--- config.mk ---
export PLATFORM = sky130hd
export DESIGN_NAME = rn_fc_ctrl
export DESIGN_NICKNAME = d
export VERILOG_FILES = /design/src/rtl/rn_fc_pkg.sv /design/src/rtl/rn_fc_acc.sv /design/src/rtl/rn_fc_ctrl.sv
export SDC_FILE = /design/constraint.sdc
export NUM_CORES = 1
export LEC_CHECK = 0
export CORE_MARGIN = 1.5
export CORE_UTILIZATION = 50
export CTS_BUF_LIST = sky130_fd_sc_hd__clkbuf_4
export CTS_CLUSTER_DIAMETER = 60
export CTS_CLUSTER_SIZE = 24
export DETAILED_ROUTE_END_ITERATION = 6
export GPL_TIMING_DRIVEN = 0
export PLACE_DENSITY = 0.81
export SYNTH_ARGS = -nofsm -noshare
export SYNTH_HDL_FRONTEND = slang
export SYNTH_SLANG_ARGS = --single-unit
--- constraint.sdc ---
create_clock -name clk -period 9.2 [get_ports clk]
set_input_delay 1.84 -clock clk [delete_from_list [all_inputs] [get_ports clk]]
set_output_delay 1.84 -clock clk [all_outputs]
set_load 0.01 [all_outputs]
--- src/rtl/rn_fc_pkg.sv ---
// rn_fc_pkg: shared types, default widths and the requantisation helper for the FC sequencer.
//   fc_state_t  : sequencer states
//   ACC_W       : default signed accumulator width
//   OUT_SHIFT   : default arithmetic right shift applied before saturation
//   fc_requant  : (acc + bias) >>> shift, optional ReLU, saturate to int8
package rn_fc_pkg;

    localparam int ACC_W     = 24;
    localparam int OUT_SHIFT = 7;

    typedef enum logic [3:0] {
        IDLE, LOAD, LWAIT, FETCH, DRAIN, WRITE, NEXT, NWAIT, FIN
    } fc_state_t;

    // acc arrives sign-extended to 32 bits; one extra bit keeps the bias add exact
    function automatic logic signed [7:0] fc_requant(
        input logic signed [31:0] acc,
        input logic signed [7:0]  bias,
        input logic               relu,
        input int                 shift = OUT_SHIFT
    );
        logic signed [32:0] s;
        s = $signed({acc[31], acc}) + $signed({{25{bias[7]}}, bias});
        s = s >>> shift;
        if (relu && s < 33'sd0)
            return 8'sh00;
        if (s > 33'sd127)
            return 8'sh7f;
        if (s < -33'sd128)
            return 8'sh80;
        return s[7:0];
    endfunction

endpackage

--- src/rtl/rn_fc_acc.sv ---
// rn_fc_acc: partial-sum accumulator, MAC return counter and int8 requant stage.
//   clk, rst      : clock, synchronous active-low reset
//   clr           : zero accumulator and return count (start of a neuron)
//   en            : accept mac_valid this cycle
//   mac_valid     : partial sum returning from the MAC
//   mac_sum       : signed partial sum
//   bias, relu    : neuron bias and ReLU enable for the requant stage
//   ret_cnt       : number of partial sums accumulated since clr
//   result        : requantised int8 of acc + bias
module rn_fc_acc import rn_fc_pkg::*; #(
    parameter int ACC_W     = rn_fc_pkg::ACC_W,
    parameter int OUT_SHIFT = rn_fc_pkg::OUT_SHIFT
) (
    input  logic                    clk,
    input  logic                    rst,
    input  logic                    clr,
    input  logic                    en,
    input  logic                    mac_valid,
    input  logic signed [ACC_W-1:0] mac_sum,
    input  logic signed [7:0]       bias,
    input  logic                    relu,
    output logic [15:0]             ret_cnt,
    output logic [7:0]              result
);

    logic signed [ACC_W-1:0] acc;

    // accumulator wraps modulo 2^ACC_W by construction
    always_ff @(posedge clk) begin
        if (!rst) begin
            acc     <= '0;
            ret_cnt <= '0;
        end else if (clr) begin
            acc     <= '0;
            ret_cnt <= '0;
        end else if (en && mac_valid) begin
            acc     <= acc + mac_sum;
            ret_cnt <= ret_cnt + 16'd1;
        end
    end

    assign result = fc_requant(32'(acc), bias, relu, OUT_SHIFT);

endmodule

--- src/rtl/rn_fc_ctrl.sv ---
// rn_fc_ctrl: fully-connected stage sequencer.
//   start/busy/done                 : inference handshake with the top-level FSM
//   cant_neurons, iters_per_neuron,
//   modulo, last, of_offset,
//   struct_ready, bias_FC           : layer/neuron description from the struct
//   next_layer, next_neuron,
//   get_weight                      : struct control pulses/strobe
//   mac_en, mac_mask, in_addr       : kernel chunk issue to the MAC
//   mac_valid, mac_sum              : MAC partial-sum return
//   of_we, of_addr, of_data         : output feature buffer write port
module rn_fc_ctrl import rn_fc_pkg::*; #(
    parameter int INPUTS_MAC = 6,
    parameter int ACC_W      = rn_fc_pkg::ACC_W,
    parameter int OUT_SHIFT  = rn_fc_pkg::OUT_SHIFT
) (
    input  logic                    clk,
    input  logic                    rst,
    input  logic                    start,
    output logic                    busy,
    output logic                    done,
    input  logic [7:0]              cant_neurons,
    input  logic [15:0]             iters_per_neuron,
    input  logic [7:0]              modulo,
    input  logic [7:0]              last,
    input  logic [15:0]             of_offset,
    input  logic                    struct_ready,
    input  logic signed [7:0]       bias_FC,
    output logic                    next_layer,
    output logic                    next_neuron,
    output logic                    get_weight,
    output logic                    mac_en,
    output logic [INPUTS_MAC-1:0]   mac_mask,
    output logic [15:0]             in_addr,
    input  logic                    mac_valid,
    input  logic signed [ACC_W-1:0] mac_sum,
    output logic                    of_we,
    output logic [15:0]             of_addr,
    output logic [7:0]              of_data
);

    fc_state_t             state, state_n;
    logic                  waited;
    logic                  clr;
    logic                  last_chunk;
    logic [7:0]            neuron_idx;
    logic [15:0]           chunk_idx;
    logic [15:0]           ret_cnt;
    logic [7:0]            result;
    logic [INPUTS_MAC-1:0] mask_n;

    rn_fc_acc #(.ACC_W(ACC_W), .OUT_SHIFT(OUT_SHIFT)) u_acc (
        .clk       (clk),
        .rst       (rst),
        .clr       (clr),
        .en        (state == FETCH || state == DRAIN),
        .mac_valid (mac_valid),
        .mac_sum   (mac_sum),
        .bias      (bias_FC),
        .relu      (last == 8'd0),
        .ret_cnt   (ret_cnt),
        .result    (result)
    );

    assign last_chunk = chunk_idx == iters_per_neuron - 16'd1;
    // a nonzero modulo trims only the final chunk; modulo >= lane count means all lanes
    assign mask_n     = (last_chunk && modulo != 8'd0 && 32'(modulo) < INPUTS_MAC)
                        ? ~({INPUTS_MAC{1'b1}} << modulo) : '1;
    assign busy       = state != IDLE;
    assign of_addr    = of_we ? of_offset + 16'(neuron_idx) : '0;
    assign of_data    = of_we ? result : '0;

    always_comb begin
        state_n     = state;
        next_layer  = 1'b0;
        next_neuron = 1'b0;
        get_weight  = 1'b0;
        of_we       = 1'b0;
        done        = 1'b0;
        clr         = 1'b0;
        case (state)
            IDLE:  state_n = start ? LOAD : IDLE;
            LOAD: begin
                next_layer = 1'b1;
                state_n    = LWAIT;
            end
            // struct_ready may still reflect the previous request in the first wait cycle
            LWAIT, NWAIT: if (waited && struct_ready) begin
                clr     = 1'b1;
                state_n = (state == LWAIT && cant_neurons == 8'd0)
                          ? (last != 8'd0 ? FIN : LOAD)
                          : (iters_per_neuron == 16'd0 ? WRITE : FETCH);
            end
            FETCH: begin
                get_weight = 1'b1;
                state_n    = last_chunk ? DRAIN : FETCH;
            end
            DRAIN: state_n = ret_cnt == iters_per_neuron ? WRITE : DRAIN;
            WRITE: begin
                of_we   = 1'b1;
                state_n = NEXT;
            end
            NEXT: if (neuron_idx + 8'd1 == cant_neurons) begin
                state_n = last != 8'd0 ? FIN : LOAD;
            end else begin
                next_neuron = 1'b1;
                state_n     = NWAIT;
            end
            FIN: begin
                done    = 1'b1;
                state_n = IDLE;
            end
            default: state_n = IDLE;
        endcase
    end

    always_ff @(posedge clk) begin
        if (!rst) begin
            state      <= IDLE;
            waited     <= 1'b0;
            neuron_idx <= '0;
            chunk_idx  <= '0;
            mac_en     <= 1'b0;
            in_addr    <= '0;
            mac_mask   <= '0;
        end else begin
            state      <= state_n;
            waited     <= state == LWAIT || state == NWAIT;
            mac_en     <= get_weight;
            in_addr    <= get_weight ? 16'(chunk_idx * INPUTS_MAC) : '0;
            mac_mask   <= get_weight ? mask_n : '0;
            chunk_idx  <= clr ? '0 : get_weight ? chunk_idx + 16'd1 : chunk_idx;
            neuron_idx <= (clr && state == LWAIT) ? '0 : state == NEXT ? neuron_idx + 8'd1 : neuron_idx;
        end
    end

endmodule

==> results of run 1 <==
per-stage QoR:
step / setup WS, ps / util [%] / hold WS (ps)
floorplan: 3070 / - / 452
global placement: 1260 / 61.8 / 463
detailed placement: 1190 / 61.8 / 472
CTS: 1180 / 62.6 / 491
global route: 908 / 62.6 / 515
finish: 1150 / 62.6 / 492
kinds of logic after synthesis:
family	synth area share (%)
AO/OA/AOI/OAI	17.9
XOR/XNOR	15.3
adder cells (fa/ha/maj)	12.5
buffers and inverters	3.43
flip-flops	23.6
multiplexers	0.796
other	0.0487
AND/OR/NAND/NOR	26.3
registers in the layout, indices dropped and copies added, names as in the netlist:
register       count
waited             1
mac_mask           6
in_addr           15
u_acc.acc         24
chunk_idx         16
state              4
u_acc.ret_cnt     16
mac_en             1
neuron_idx         8
cell type report:
| type | instances | area, um2 |
|---|---|---|
| Antenna cell | 1 | 2.50 |
| Buffer | 28 | 129 |
| Clock buffer | 9 | 67.6 |
| Clock inverter | 7 | 55.1 |
| Fill cell | 1361 | 5670 |
| Inverter | 36 | 135 |
| Multi-Input combinational cell | 840 | 5620 |
| Sequential cell | 91 | 1820 |
| Tap cell | 188 | 235 |
| Timing Repair Buffer | 141 | 1410 |
critical path, delay by kind of cell:
| family | cells | cell delay [ps] |
|---|---|---|
| simple gates | 6 | 1620 |
| buf+inv | 3 | 1610 |
| fa+ha+maj | 1 | 500 |
| compound gates | 2 | 420 |
| xor+xnor | 1 | 200 |
layout by cell type (no fill, tap or decap), types with 4 or more instances in the layout:
cell type        count
mux2i_1              5
and2_1               5
and4_1               4
clkbuf_4             9
a21oi_1             92
nand2_1             98
o211ai_1            11
o21a_1               7
o31ai_1              4
or4_1                5
a211oi_1             6
inv_1               36
ha_1                72
a31oi_1              8
clkdlybuf4s50_1    141
nand2b_1            12
nor3_1              17
nand3b_1             4
nand3_1             38
o21bai_1             5
and3_1              23
clkbuf_1            22
or3_1               15
or2_2                4
nand4_1             18
xor2_1              69
dfxtp_1             91
o21ai_0             34
nor2b_1             10
nor4_1               9
a21o_1              20
nor2_1             118
clkinv_4             4
xnor2_1             66
nor3b_1              5
per-layer routing:
metal  GRT usage, %  vias to the layer above
li1               -                     3836
met1           32.7                     3483
met2           42.3                      231
met3           3.43                       20
met4           7.55                        0
met5              0                        -
power by group through the flow:
stage	sequential [uW]	combinational, uW	clock (uW)
CTS	422	318	215
detailed placement	431	315	0
global route	425	353	227
global placement	431	309	0
floorplan	429	198	0
finish	423	320	209
path summary, 6_finish.rpt:
check	from	to	depth (start not counted)
setup / recovery	bias_FC[7]	of_data[2]	13
hold / removal	u_acc.acc[17]	u_acc.acc[17]	2
setup reg to reg	u_acc.acc[0]	u_acc.acc[22]	13
hold reg to reg	u_acc.acc[17]	u_acc.acc[17]	2
==> out/qor.yml, run 1 <==
timing:
  worst_pin_slew_ps: 1000
  rsz0062_at_grt: "false"
  drv_slew: 0
  max_clock_freq_ghz: 0.124
  setup_viol: 0
  timing.slew.headroom_pct: 32.7
  skew_ps: 12.3
  fin_setup_tns_ps: 0
  fin_crit_ps: 8050
  finalCritPeriodShare_pct: 87.5
  finalHoldViolCount: 0
setup_path:
  critPathSlowestCell: "clkdlybuf4s50_1"
  crit_type: "in -> out"
  cp_data_arrival_time_ps: 6210
  crit_path_end_kind: "primary output"
  required_ps: 7360
  slowest_delay_ps: 800
  startpoint_type: "input port"
  cp_common_cell: "clkdlybuf4s50_1"
  crit_chain: "clkdlybuf4s50_1, ha_1, clkbuf_1, nand4_1, or3_1, a211oi_1, nor4_2, xor2_1, or4b_4, nor3_4, or2b_2, o21ai_1, clkdlybuf4s50_1"
  rrSetupSlack_ps: 6080
  crit_fanout: 17
worst_hold_path:
  hp-class: "reg -> reg"
power_and_ir_drop:
  p_seq_share_pct: 44.4
  p_leak_uw: 0.00379
  p_sw_uw: 341
  p_int_uw: 610
  power_density_nw_per_um2: 100
  pwr-share-clk_pct: 21.9
  combPwrFrac_pct: 33.7
  swShare_pct: 35.9
  power_uw: 952
  irDropWorstVdd_uv: 89.4
synthesis:
  synthTopCellsByArea: "dfxtp_1 24%, ha_1 12%, xor2_1 7.8%"
  ys_ff_latch: 91
  syn_area_per_cell_um2: 7.74
  ys_types: 75
  async_flop_share_pct: 0
  ys.flop_type: "dfxtp_1"
  yosysMostFrequentCell: "nor2_1"
  netlist_instances: 995
  ys.warnings.count: 0
  seq_area_frac_synth_pct: 23.6
  syn-num-nets: 1163
  syn_area_um2: 7710
  ys_top_cells_by_count: "118 x nor2_1, 98 x nand2_1, 92 x a21oi_1, 91 x dfxtp_1, 72 x ha_1"
  synth_top_area_share_pct: 23.6
  synth-edff-count: 0
  synth_top_cell_by_area: "dfxtp_1"
layout:
  fin_area_um2: 9480
  fin_cells: 1341
  drive_gt1_share_pct: 3.56
  area_growth_syn_to_layout_pct: 23.0
  layout.nets: 1315
clock_tree:
  cts_setup_buffers: 0
  cts.sinks: 91
  numCtsBuffers: 9
  tritoncts: "built"
  post_cts_resized: 0
  root_buffer: "clkbuf_4"
  worstSkewPairLatency_ps: 490
  clkTransAtPathRegs_ps: 150
  h-tree-depth: 3
  cts_hold_buf: 0
  cts_buffer_depth: 2
floorplan:
  initial_core_util_pct: 50.9
  rows: 45
  boundaryPins: 146
  fp.dieW_um: 127
  die-area_um2: 16200
  die_y_um: 127
  core-area_um2: 15100
global_route:
  grt_usage_pct: 24.8
  grt_pass1_vias: 6964
  overflow: 0
  grt_max_degree: 18
  antenna_found_initial: 1
  grt_first_pass_wirelength_um: 32700
place:
  placed_cells: 1324
  io_buffers: 141
  place_area_um2: 9350
  place.gp.congestion: 0.918
  dp_hpwl_um: 16200
route:
  drc: 0
  vias_per_cell: 5.65
  antenna_left: 0
  dr_wl_met2_um: 9470
  top_layer: "met4"
  wl_met3_um: 1050
  vias: 7570
  wl_per_cell_um: 15.0
  met1Wirelength_um: 9270
  dr.pass1.iters: 5
  drt-initial-drc-count: 314
  wl_um: 20100
job:
  max_cap_violations: 0
run_status:
  status: "completed"
Note: power is estimated with default switching activity, not from simulation.
==> run 2: changes to the inputs <==
--- a/config.mk
+++ b/config.mk
@@ -12,7 +12,9 @@
 export CTS_CLUSTER_SIZE = 24
 export DETAILED_ROUTE_END_ITERATION = 6
 export GPL_TIMING_DRIVEN = 0
+export MAX_ROUTING_LAYER = met4
 export PLACE_DENSITY = 0.81
+export SLEW_MARGIN = 10
 export SYNTH_ARGS = -nofsm -noshare
 export SYNTH_HDL_FRONTEND = slang
 export SYNTH_SLANG_ARGS = --single-unit
==> out/qor.yml, run 2 (synthesis gave the netlist of run 1 again) <==
setup_path:
  cp_data_arrival_time_ps: 6200
  rr_startpoint: "u_acc.acc[0]"
  rrSetupSlack_ps: 6080
  startpoint: "bias_FC[7]"
  crit_fanout: 17
  required_ps: 7360
  crit_path_end_kind: "primary output"
  startpoint_type: "input port"
  crit_type: "in -> out"
clock_tree:
  cts_buffer_depth: 2
  root_buffer: "clkbuf_4"
  post_cts_resized: 0
  cts_hold_buf: 0
  cts_setup_buffers: 0
  clkTransAtPathRegs_ps: 150
  worstSkewPairLatency_ps: 480
  cts.sinks: 91
  numCtsBuffers: 9
  h-tree-depth: 3
  tritoncts: "built"
global_route:
  antenna_found_initial: 1
  overflow: 0
  grt_max_degree: 18
  grt_first_pass_wirelength_um: 32700
  grt_usage_pct: 25.5
  grt_pass1_vias: 6970
layout:
  fillCellCount: 1361
  area_growth_syn_to_layout_pct: 23.0
  largest_reg_flops: 24
  drive_gt1_share_pct: 3.56
  mostFrequentLayoutCells: "141 x clkdlybuf4s50_1, 118 x nor2_1, 98 x nand2_1, 92 x a21oi_1, 91 x dfxtp_1"
  final_common_cell: "clkdlybuf4s50_1"
  registers.top_by_ff_count: "u_acc.acc"
  fin_area_um2: 9480
  layout.nets: 1315
  reg.largest.list: "u_acc.acc x24, chunk_idx x16, u_acc.ret_cnt x16"
route:
  antenna_left: 0
  dr.pass1.iters: 5
  vias_per_cell: 5.62
  wl_per_cell_um: 14.9
  wl_um: 20000
  drt-initial-drc-count: 329
  drc: 0
  vias: 7533
floorplan:
  fp.dieW_um: 127
  die-area_um2: 16200
  core-area_um2: 15100
  die_y_um: 127
  initial_core_util_pct: 50.9
  rows: 45
  boundaryPins: 146
timing:
  finalHoldViolCount: 0
  rsz0062_at_grt: "false"
  fin_hold_ws_ps: 492
  timing.slew.headroom_pct: 32.0
  fin_crit_ps: 8040
  worst_pin_slew_ps: 1010
  finalCritPeriodShare_pct: 87.3
  max_clock_freq_ghz: 0.124
  skew_ps: 11.3
  fin_setup_tns_ps: 0
  setup_viol: 0
  drv_slew: 0
power_and_ir_drop:
  irDropWorstVdd_uv: 90.8
  p_leak_uw: 0.00379
  power_density_nw_per_um2: 100
worst_hold_path:
  min_from: "u_acc.acc[17]"
  hp-class: "reg -> reg"
place:
  place_area_um2: 9350
  dp_hpwl_um: 16200
  place.gp.congestion: 0.934
  io_buffers: 141
job:
  max_cap_violations: 0
run_status:
  status: "completed"
[run 2: final cells by class]
class	count	area, um2	share of cell area [%]
Multi-Input combinational cell	840	5620	59.3
Sequential cell	91	1820	19.2
Timing Repair Buffer	141	1410	14.9
Tap cell	188	235	2.48
Inverter	36	135	1.43
Buffer	28	129	1.36
Clock buffer	9	67.6	0.713
Clock inverter	7	55.1	0.581
Antenna cell	1	2.50	0.0264
[run 2: stage by stage]
stage          total power [uW]  utilization [%]  std cells  setup slack (ps)
2_1_floorplan               627                -        995              3070
3_3_place_gp                740             61.8       1324              1260
3_5_place_dp                747             61.8       1324              1190
4_1_cts                     955             62.6       1340              1180
5_1_grt                    1010             62.6       1341               908
6_report                    951             62.6       1341              1160
[run 2: where the power goes]
group | internal, uW | switching (uW)
clock | 56.6 | 151
sequential | 410 | 13.0
combinational | 144 | 177
total | 610 | 341
[run 2: critical path: stages]
cell and delay [ps]:
clkdlybuf4s50_1 800, ha_1 500, clkbuf_1 310, nand4_1 230
or3_1 400, a211oi_1 320, nor4_2 70, xor2_1 210
or4b_4 510, nor3_4 210, or2b_2 190, o21ai_1 100
clkdlybuf4s50_1 500
[run 2: layer usage]
metal	track usage (%)	wire length (um)	vias up
met3	4.06	1040	22
met5	-	0	-
met1	32.8	9300	3464
met4	6.35	225	0
met2	42.3	9470	212
li1	-	-	3835
[run 2: final timing paths]
check	endpoint	cells after the start
worst min-delay path	u_acc.acc[17]	2
worst max register to register	u_acc.acc[22]	13
worst max-delay path	of_data[2]	13
worst min register to register	u_acc.acc[17]	2
==> run 3: changes to the inputs <==
--- a/config.mk
+++ b/config.mk
@@ -14,6 +14,7 @@
 export GPL_TIMING_DRIVEN = 0
 export MAX_ROUTING_LAYER = met4
 export PLACE_DENSITY = 0.81
+export SKIP_CTS_REPAIR_TIMING = 1
 export SLEW_MARGIN = 10
 export SYNTH_ARGS = -nofsm -noshare
 export SYNTH_HDL_FRONTEND = slang
==> results of run 3 <==
Same layout as run 2: the final DEF is identical, and so are final timing and power.
